===== src/rtl/spi_slave_if.sv =====
// SPI mode-0 slave front end: oversamples SCLK/SS_n/MOSI in the clk domain,
// deserialises command frames for the RAM engine and serialises read data on MISO.
module spi_slave_if #(
    parameter int WORD_SIZE   = 8,
    parameter int SYNC_STAGES = 2
) (
    input  logic                 clk,
    input  logic                 rst_n,
    input  logic                 sclk,
    input  logic                 ss_n,
    input  logic                 mosi,
    output logic                 miso,
    output logic                 rx_valid,
    output logic [WORD_SIZE+1:0] rx_data,
    input  logic                 tx_valid,
    input  logic [WORD_SIZE-1:0] tx_data,
    output logic                 frame_err
);

    localparam int FW = WORD_SIZE + 2;
    localparam int CW = $clog2(FW + 1);

    typedef enum logic [2:0] {
        IDLE    = 3'd0,
        RECV    = 3'd1,
        WAIT_TX = 3'd2,
        SEND    = 3'd3,
        DONE    = 3'd4
    } state_t;

    logic [SYNC_STAGES-1:0] sclk_sync_r;
    logic [SYNC_STAGES-1:0] ss_sync_r;
    logic [SYNC_STAGES-1:0] mosi_sync_r;
    logic                   sclk_d_r;

    state_t                 state_r;
    logic [CW-1:0]          cnt_r;
    logic [FW-2:0]          rx_shift_r;
    logic [WORD_SIZE-2:0]   tx_shift_r;
    logic                   miso_r;
    logic                   rx_valid_r;
    logic [FW-1:0]          rx_data_r;
    logic                   frame_err_r;

    state_t                 state_nxt_s;
    logic [CW-1:0]          cnt_nxt_s;
    logic [FW-2:0]          rx_shift_nxt_s;
    logic [WORD_SIZE-2:0]   tx_shift_nxt_s;
    logic                   miso_nxt_s;
    logic                   rx_valid_nxt_s;
    logic [FW-1:0]          rx_data_nxt_s;
    logic                   frame_err_nxt_s;

    logic                   sclk_s;
    logic                   ss_s;
    logic                   mosi_s;
    logic                   rise_s;
    logic                   fall_s;
    logic [FW-1:0]          frame_s;

    assign sclk_s  = sclk_sync_r[SYNC_STAGES-1];
    assign ss_s    = ss_sync_r[SYNC_STAGES-1];
    assign mosi_s  = mosi_sync_r[SYNC_STAGES-1];
    assign rise_s  = sclk_s & ~sclk_d_r;
    assign fall_s  = ~sclk_s & sclk_d_r;
    assign frame_s = {rx_shift_r, mosi_s};

    // Pin synchronisers plus the delayed SCLK copy used for edge detection.
    always_ff @(posedge clk or negedge rst_n) begin
        if (!rst_n) begin
            sclk_sync_r <= {SYNC_STAGES{1'b0}};
            ss_sync_r   <= {SYNC_STAGES{1'b1}};
            mosi_sync_r <= {SYNC_STAGES{1'b0}};
            sclk_d_r    <= 1'b0;
        end else begin
            sclk_sync_r <= {sclk_sync_r[SYNC_STAGES-2:0], sclk};
            ss_sync_r   <= {ss_sync_r[SYNC_STAGES-2:0], ss_n};
            mosi_sync_r <= {mosi_sync_r[SYNC_STAGES-2:0], mosi};
            sclk_d_r    <= sclk_s;
        end
    end

    // Next-state and next-output logic; a high SS_n overrides every state.
    always_comb begin
        state_nxt_s     = state_r;
        cnt_nxt_s       = cnt_r;
        rx_shift_nxt_s  = rx_shift_r;
        tx_shift_nxt_s  = tx_shift_r;
        miso_nxt_s      = miso_r;
        rx_valid_nxt_s  = 1'b0;
        rx_data_nxt_s   = rx_data_r;
        frame_err_nxt_s = 1'b0;
        if (ss_s) begin
            state_nxt_s     = IDLE;
            cnt_nxt_s       = CW'(0);
            rx_shift_nxt_s  = '0;
            tx_shift_nxt_s  = '0;
            miso_nxt_s      = 1'b0;
            frame_err_nxt_s = (state_r == RECV) || (state_r == WAIT_TX) || (state_r == SEND);
        end else begin
            case (state_r)
                IDLE: begin
                    state_nxt_s = RECV;
                    cnt_nxt_s   = CW'(0);
                    miso_nxt_s  = 1'b0;
                end
                RECV: begin
                    if (rise_s) begin
                        rx_shift_nxt_s = frame_s[FW-2:0];
                        if (cnt_r == CW'(FW - 1)) begin
                            rx_data_nxt_s  = frame_s;
                            rx_valid_nxt_s = 1'b1;
                            cnt_nxt_s      = CW'(0);
                            state_nxt_s    = (frame_s[FW-1:FW-2] == 2'b11) ? WAIT_TX : DONE;
                        end else begin
                            cnt_nxt_s = cnt_r + CW'(1);
                        end
                    end else begin
                        cnt_nxt_s = cnt_r;
                    end
                end
                WAIT_TX: begin
                    // Counter doubles as the two-cycle guard so a stale tx_valid is never taken.
                    miso_nxt_s = 1'b0;
                    if (cnt_r < CW'(2)) begin
                        cnt_nxt_s = cnt_r + CW'(1);
                    end else if (tx_valid) begin
                        tx_shift_nxt_s = tx_data[WORD_SIZE-2:0];
                        miso_nxt_s     = tx_data[WORD_SIZE-1];
                        cnt_nxt_s      = CW'(0);
                        state_nxt_s    = SEND;
                    end else begin
                        cnt_nxt_s = cnt_r;
                    end
                end
                SEND: begin
                    if (rise_s) begin
                        cnt_nxt_s = cnt_r + CW'(1);
                        if (cnt_r == CW'(WORD_SIZE - 1)) begin
                            state_nxt_s = DONE;
                            miso_nxt_s  = 1'b0;
                        end else begin
                            state_nxt_s = SEND;
                        end
                    // A fall before the first SEND rise is the tail of the command frame.
                    end else if (fall_s && (cnt_r != CW'(0)) && (cnt_r < CW'(WORD_SIZE))) begin
                        miso_nxt_s     = tx_shift_r[WORD_SIZE-2];
                        tx_shift_nxt_s = {tx_shift_r[WORD_SIZE-3:0], 1'b0};
                    end else begin
                        miso_nxt_s = miso_r;
                    end
                end
                DONE: begin
                    miso_nxt_s = 1'b0;
                end
                default: begin
                    state_nxt_s = IDLE;
                    cnt_nxt_s   = CW'(0);
                    miso_nxt_s  = 1'b0;
                end
            endcase
        end
    end

    // State and output registers.
    always_ff @(posedge clk or negedge rst_n) begin
        if (!rst_n) begin
            state_r     <= IDLE;
            cnt_r       <= CW'(0);
            rx_shift_r  <= '0;
            tx_shift_r  <= '0;
            miso_r      <= 1'b0;
            rx_valid_r  <= 1'b0;
            rx_data_r   <= '0;
            frame_err_r <= 1'b0;
        end else begin
            state_r     <= state_nxt_s;
            cnt_r       <= cnt_nxt_s;
            rx_shift_r  <= rx_shift_nxt_s;
            tx_shift_r  <= tx_shift_nxt_s;
            miso_r      <= miso_nxt_s;
            rx_valid_r  <= rx_valid_nxt_s;
            rx_data_r   <= rx_data_nxt_s;
            frame_err_r <= frame_err_nxt_s;
        end
    end

    assign miso      = miso_r;
    assign rx_valid  = rx_valid_r;
    assign rx_data   = rx_data_r;
    assign frame_err = frame_err_r;

endmodule


===== config.mk =====
export PLATFORM = sky130hd
export DESIGN_NAME = spi_slave_if
export DESIGN_NICKNAME = d
export VERILOG_FILES = /design/src/rtl/spi_slave_if.sv
export SDC_FILE = /design/constraint.sdc
export NUM_CORES = 1
export LEC_CHECK = 0
export CORE_MARGIN = 3
export CORE_UTILIZATION = 62
export CTS_CLUSTER_SIZE = 20
export DETAILED_ROUTE_END_ITERATION = 10
export DONT_BUFFER_PORTS = 1
export PLACE_DENSITY = 0.87
export SLEW_MARGIN = 20
export SYNTH_ARGS = -nofsm -noshare
export SYNTH_HDL_FRONTEND = slang
export SYNTH_SLANG_ARGS = --single-unit

===== constraint.sdc =====
create_clock -name clk -period 1.95 [get_ports clk]
set_input_delay 0.39 -clock clk [delete_from_list [all_inputs] [get_ports clk]]
set_output_delay 0.39 -clock clk [all_outputs]
set_load 0.05 [all_outputs]

Word-level counts from Yosys, hierarchy flattened
Cells that the tools add are included.

storage, ports and cells
  flip-flop bits (word level) = 43
  bits of input ports = 14
  output and inout port bits = 13

cells by class
  add/subtract/negate cells = 1
  $lt $le $gt $ge = 2
  equal/unequal tests = 19
  mux-type cells = 37
  bitwise logic cells = 5
  reductions and logical operators = 15

operators with widths
  cell                 count
  $mux 7               5
  $mux 9               3
  $mux 3               8
  $mux 4               6
  $pmux 4 s4           1
  $ne 3x3->1 const B   5
  $pmux 3 s5           1
  $pmux 7 s2           1
  $ne 4x3->1 const B   3
  $mux 1               11
  $reduce_and 4->1     2
  $eq 3x2->1 const B   2
  $ne 3x2->1 const B   2
  $reduce_and 6->1     1
  $reduce_and 5->1     1
  $add 4x1->4 const B  1
  $eq 4x3->1 const B   1
  $eq 4x4->1 const B   1
  $lt 4x2->1 const B   1
  $lt 4x4->1 const B   1
  $ne 2x2->1 const B   2
  $reduce_bool 2->1    2
  $reduce_bool 4->1    1
  $eq 3x1->1 const B   1
  other kinds (11)     16

Longest topological paths before layout
  word-level depth = 8
  depth in mapped cells = 7

Worst setup path before layout
Ideal clock, no wire load.

  path type = flip-flop to flip-flop
  start point = reg state_r[2]
  end point = reg rx_data_r[1] (netlist: rx_data[1])
  setup time = 125 ps
  data arrival time = 1,638 ps
  required time = 1,825 ps
  path slack = 187 ps
  stages on the path, launching flop included = 8
  path through = dfrtp_1 buf_6 nand2b_4 nor3_2 buf_6 nor3b_4 buf_6 mux2_4

between the ends
  word-level cells in the longest chain between the ends = 2

ends and longest elaborated chain
  item                        line  RTL
  start: declaration          36    state_t state_r;
  start signal: assignment    177   state_r <= state_nxt_s;
  $eq 3x1->1                  101   case (state_r)
  $reduce_and 4->1 (no line)  -
  end signal: assignment      183   rx_data_r <= rx_data_nxt_s;
  end: declaration            42    logic [FW-1:0] rx_data_r;

Every way passes these cells.
A chain may end at the register's enable or synchronous reset.

Worst setup path after layout
  start point = reg state_r[1]
  end point = reg state_r[0]

between the ends
  word-level cells in the longest chain between the ends = 3

ends and longest elaborated chain
  item                                                         line
  $eq 3x2->1, or another cell as far along                     101
  $ne 3x3->1 (no line), or another cell as far along           -
  $reduce_and 6->1 (no line) / $mux 3 (equally long branches)  -

Several ways; a longest one is shown, not always the timed one.

==> reports/metrics.yaml <==
global_route:
  antenna_found_initial: 0
  grt_max_degree: 44
  overflow: 0
  track_usage: 0.192
  grt_pass1_vias: 1316
  grt_pass1_wl_mm: 6.00
placed_design:
  place_congestion: 0.807
  hpwl_mm: 2.49
  place_area_sq_um: 2080
  port_buffers: 0
logic_synthesis:
  synthArstFlopShare: 1.00
  synth_seq_cells: 43
  synth.avg_cell_area_sq_um: 12.4
  yosys_warnings: 0
  syn_nets: 181
  synth_cell_types: 42
  ys_seq_area_frac: 0.529
  synth_edf_count: 0
  netlist_area_sq_um: 2040
  synth_ff_type: "dfrtp_1"
  synth_cells: 164
layout:
  final_cell_area_sq_um: 2180
  nFillCells: 245
  area_growth_pct: 7.12
  nNetsFinal: 189
  final_cell_mix: "41 x dfrtp_1, 16 x mux2i_1, 15 x nor2_1"
  final_common_cell: "dfrtp_1"
  drive_above_1_share: 0.202
  diodes: 0
timing:
  slew_violations: 0
  fmax_mhz: 547
  hold_slack_ps: 50.3
  slew_headroom: 0.668
  tightest_slew_ps: 498
  period_needed_ps: 1830
  setup_tns_ps: 0
  rsz0062_at_grt: "false"
  hold_viol: 0
  finalSetupViolCount: 0
  clock_skew_ps: 7.12
  finalCritPeriodShare: 0.937
drt:
  routedWlPerCell_um: 16.1
  avgViaCountPerCell: 5.88
  finalWirelength_mm: 3.50
  drt_iter0_markers: 33
  vias: 1275
  antenna_left: 0
  firstDrtPassIters: 4
  drc: 0
pwr:
  power.density_nw_per_um2: 944
  ir_worst_vdd_v: 0.000544
  total_power_mw: 2.06
  power.leakage_nw: 0.955
setup_path:
  r2r_slack_ps: 120
  critPathMaxFanout: 11
  criticalPathCategory: "reg2reg"
  critPathBufInv: 0
  cpPeakStageDelay_ps: 530
  crit_path_start: "state_r[1]"
  r2r-start: "state_r[1]"
  required_ps: 2200
  crit_path_end_kind: "flip-flop"
  slowest_stage: "dfrtp_1"
  worstSetupStartpointType: "flip-flop"
  reg2reg_to: "state_r[0]"
  reg2reg_depth: 5
  cp_top_family: "simple AND/OR/NAND/NOR gates"
  path_cells: "nor2_4 > a22oi_1 > or2_2 > o211ai_1 > mux2_2"
  crit_arrival_ps: 2080
floorplan:
  ioPinCount: 27
  fp.dieH_um: 63.3
  die_area_sq_um: 4010
  initial_core_util: 0.657
  fp-row-count: 20
  die_x_um: 63.3
  core_area_sq_um: 3100
clocking:
  cts_buffers: 5
  clk_pin_slew_worst_paths_ps: 120
  insertion_delay_ps: 360
  clockBufferDepth: 2
  cts_tree: "yes"
  h-tree-depth: 2
  numClockSinks: 43
  cts-root-buf: "clkbuf_4"
hold_path:
  hold_path.class: "in2reg"
  holdPathStages: 0
  holdPathEnd: "mosi_sync_r[0]"
  hold_start: "mosi"
job:
  drv_cap: 0
status:
  status: "finished clean"
[sequential cells by signal (all words and copies together) (netlist names)]
name and count:
frame_err 1, ss_sync_r 2, tx_shift_r 7, cnt_r 4
rx_data 10, sclk_d_r 1, sclk_sync_r 2, state_r 3
rx_shift_r 9, rx_valid 1, mosi_sync_r 2, miso 1
[cell usage after synthesis, types with 2 or more instances]
| cell type | count | share of area |
|---|---|---|
| ha_1 | 3 | 0.018 |
| o21ai_0 | 5 | 0.012 |
| nand3_1 | 5 | 0.012 |
| o32ai_1 | 2 | 0.0086 |
| nor3b_1 | 3 | 0.011 |
| dfrtp_1 | 41 | 0.50 |
| inv_1 | 4 | 0.0074 |
| mux2_4 | 9 | 0.066 |
| nand2_1 | 11 | 0.020 |
| nand3b_1 | 2 | 0.0074 |
| mux2_2 | 2 | 0.011 |
| dfstp_2 | 2 | 0.026 |
| buf_4 | 2 | 0.0074 |
| o2bb2ai_1 | 8 | 0.034 |
| nand2b_1 | 5 | 0.015 |
| nor2_1 | 15 | 0.028 |
| mux2i_1 | 16 | 0.079 |
| buf_6 | 3 | 0.017 |
| a31oi_1 | 2 | 0.0061 |
| nor3_2 | 2 | 0.0098 |
[how the worst max path moves through the flow]
| stage | end | slack (ps) | cells past startpoint |
|---|---|---|---|
| after floorplan | rx_data[1] | 190 | 7 |
| after global placement | cnt_r[2] | 150 | 7 |
| after detailed placement | cnt_r[2] | 90 | 7 |
| after CTS | cnt_r[2] | 60 | 7 |
| after global routing | state_r[0] | 9 | 5 |
| final | state_r[0] | 120 | 5 |
[logic make-up after synthesis]
kind of cell | count (synthesis) | share of synthesized area
AO/OA/AOI/OAI | 25 | 0.0939
adder cells (fa/ha/maj) | 3 | 0.0184
buffers and inverters | 12 | 0.0374
flip-flops | 43 | 0.529
multiplexers | 27 | 0.156
AND/OR/NAND/NOR | 54 | 0.165
[power breakdown]
part / internal (mW) / switching (mW) / leakage (nW) / total [mW]
clock network: 0.139 / 0.281 / 0.0282 / 0.420
logic: 0.266 / 0.288 / 0.349 / 0.555
registers: 0.952 / 0.135 / 0.578 / 1.09
total: 1.36 / 0.705 / 0.955 / 2.06
[metrics by stage]
step           cells   util  setup WS, ps
5_1_grt          217  0.704          8.60
3_3_place_gp     205  0.671           148
2_1_floorplan    164      -           187
6_report         217  0.704           123
3_5_place_dp     205  0.671          86.6
4_1_cts          215  0.698          62.6
[timing repair]
| action | 4_1_cts | 5_1_grt |
|---|---|---|
| setup endpoints to repair | 0 | 1 |
| endpoints found under the hold margin | 43 | 1 |
| resized for setup | 0 | 1 |
| setup buffers | 0 | 1 |
| hold buffers | 2 | 1 |
[cell type report]
class / instances / area [sq um] / area share
Sequential cell: 43 / 1080 / 0.494
Multi-Input combinational cell: 109 / 883 / 0.405
Inverter: 4 / 15.0 / 0.00688
Clock inverter: 2 / 12.5 / 0.00573
Tap cell: 44 / 55.1 / 0.0252
Timing Repair Buffer: 9 / 97.6 / 0.0447
Clock buffer: 6 / 41.3 / 0.0189
[per-layer routing]
metal,wire (um),vias to the layer above,global-route usage
li1,-,604,-
met1,1580,636,0.252
met2,1690,29,0.308
met3,183,6,0.0570
met4,45,0,0.0566
met5,0,-,0
(Power assumes the default switching activity.)
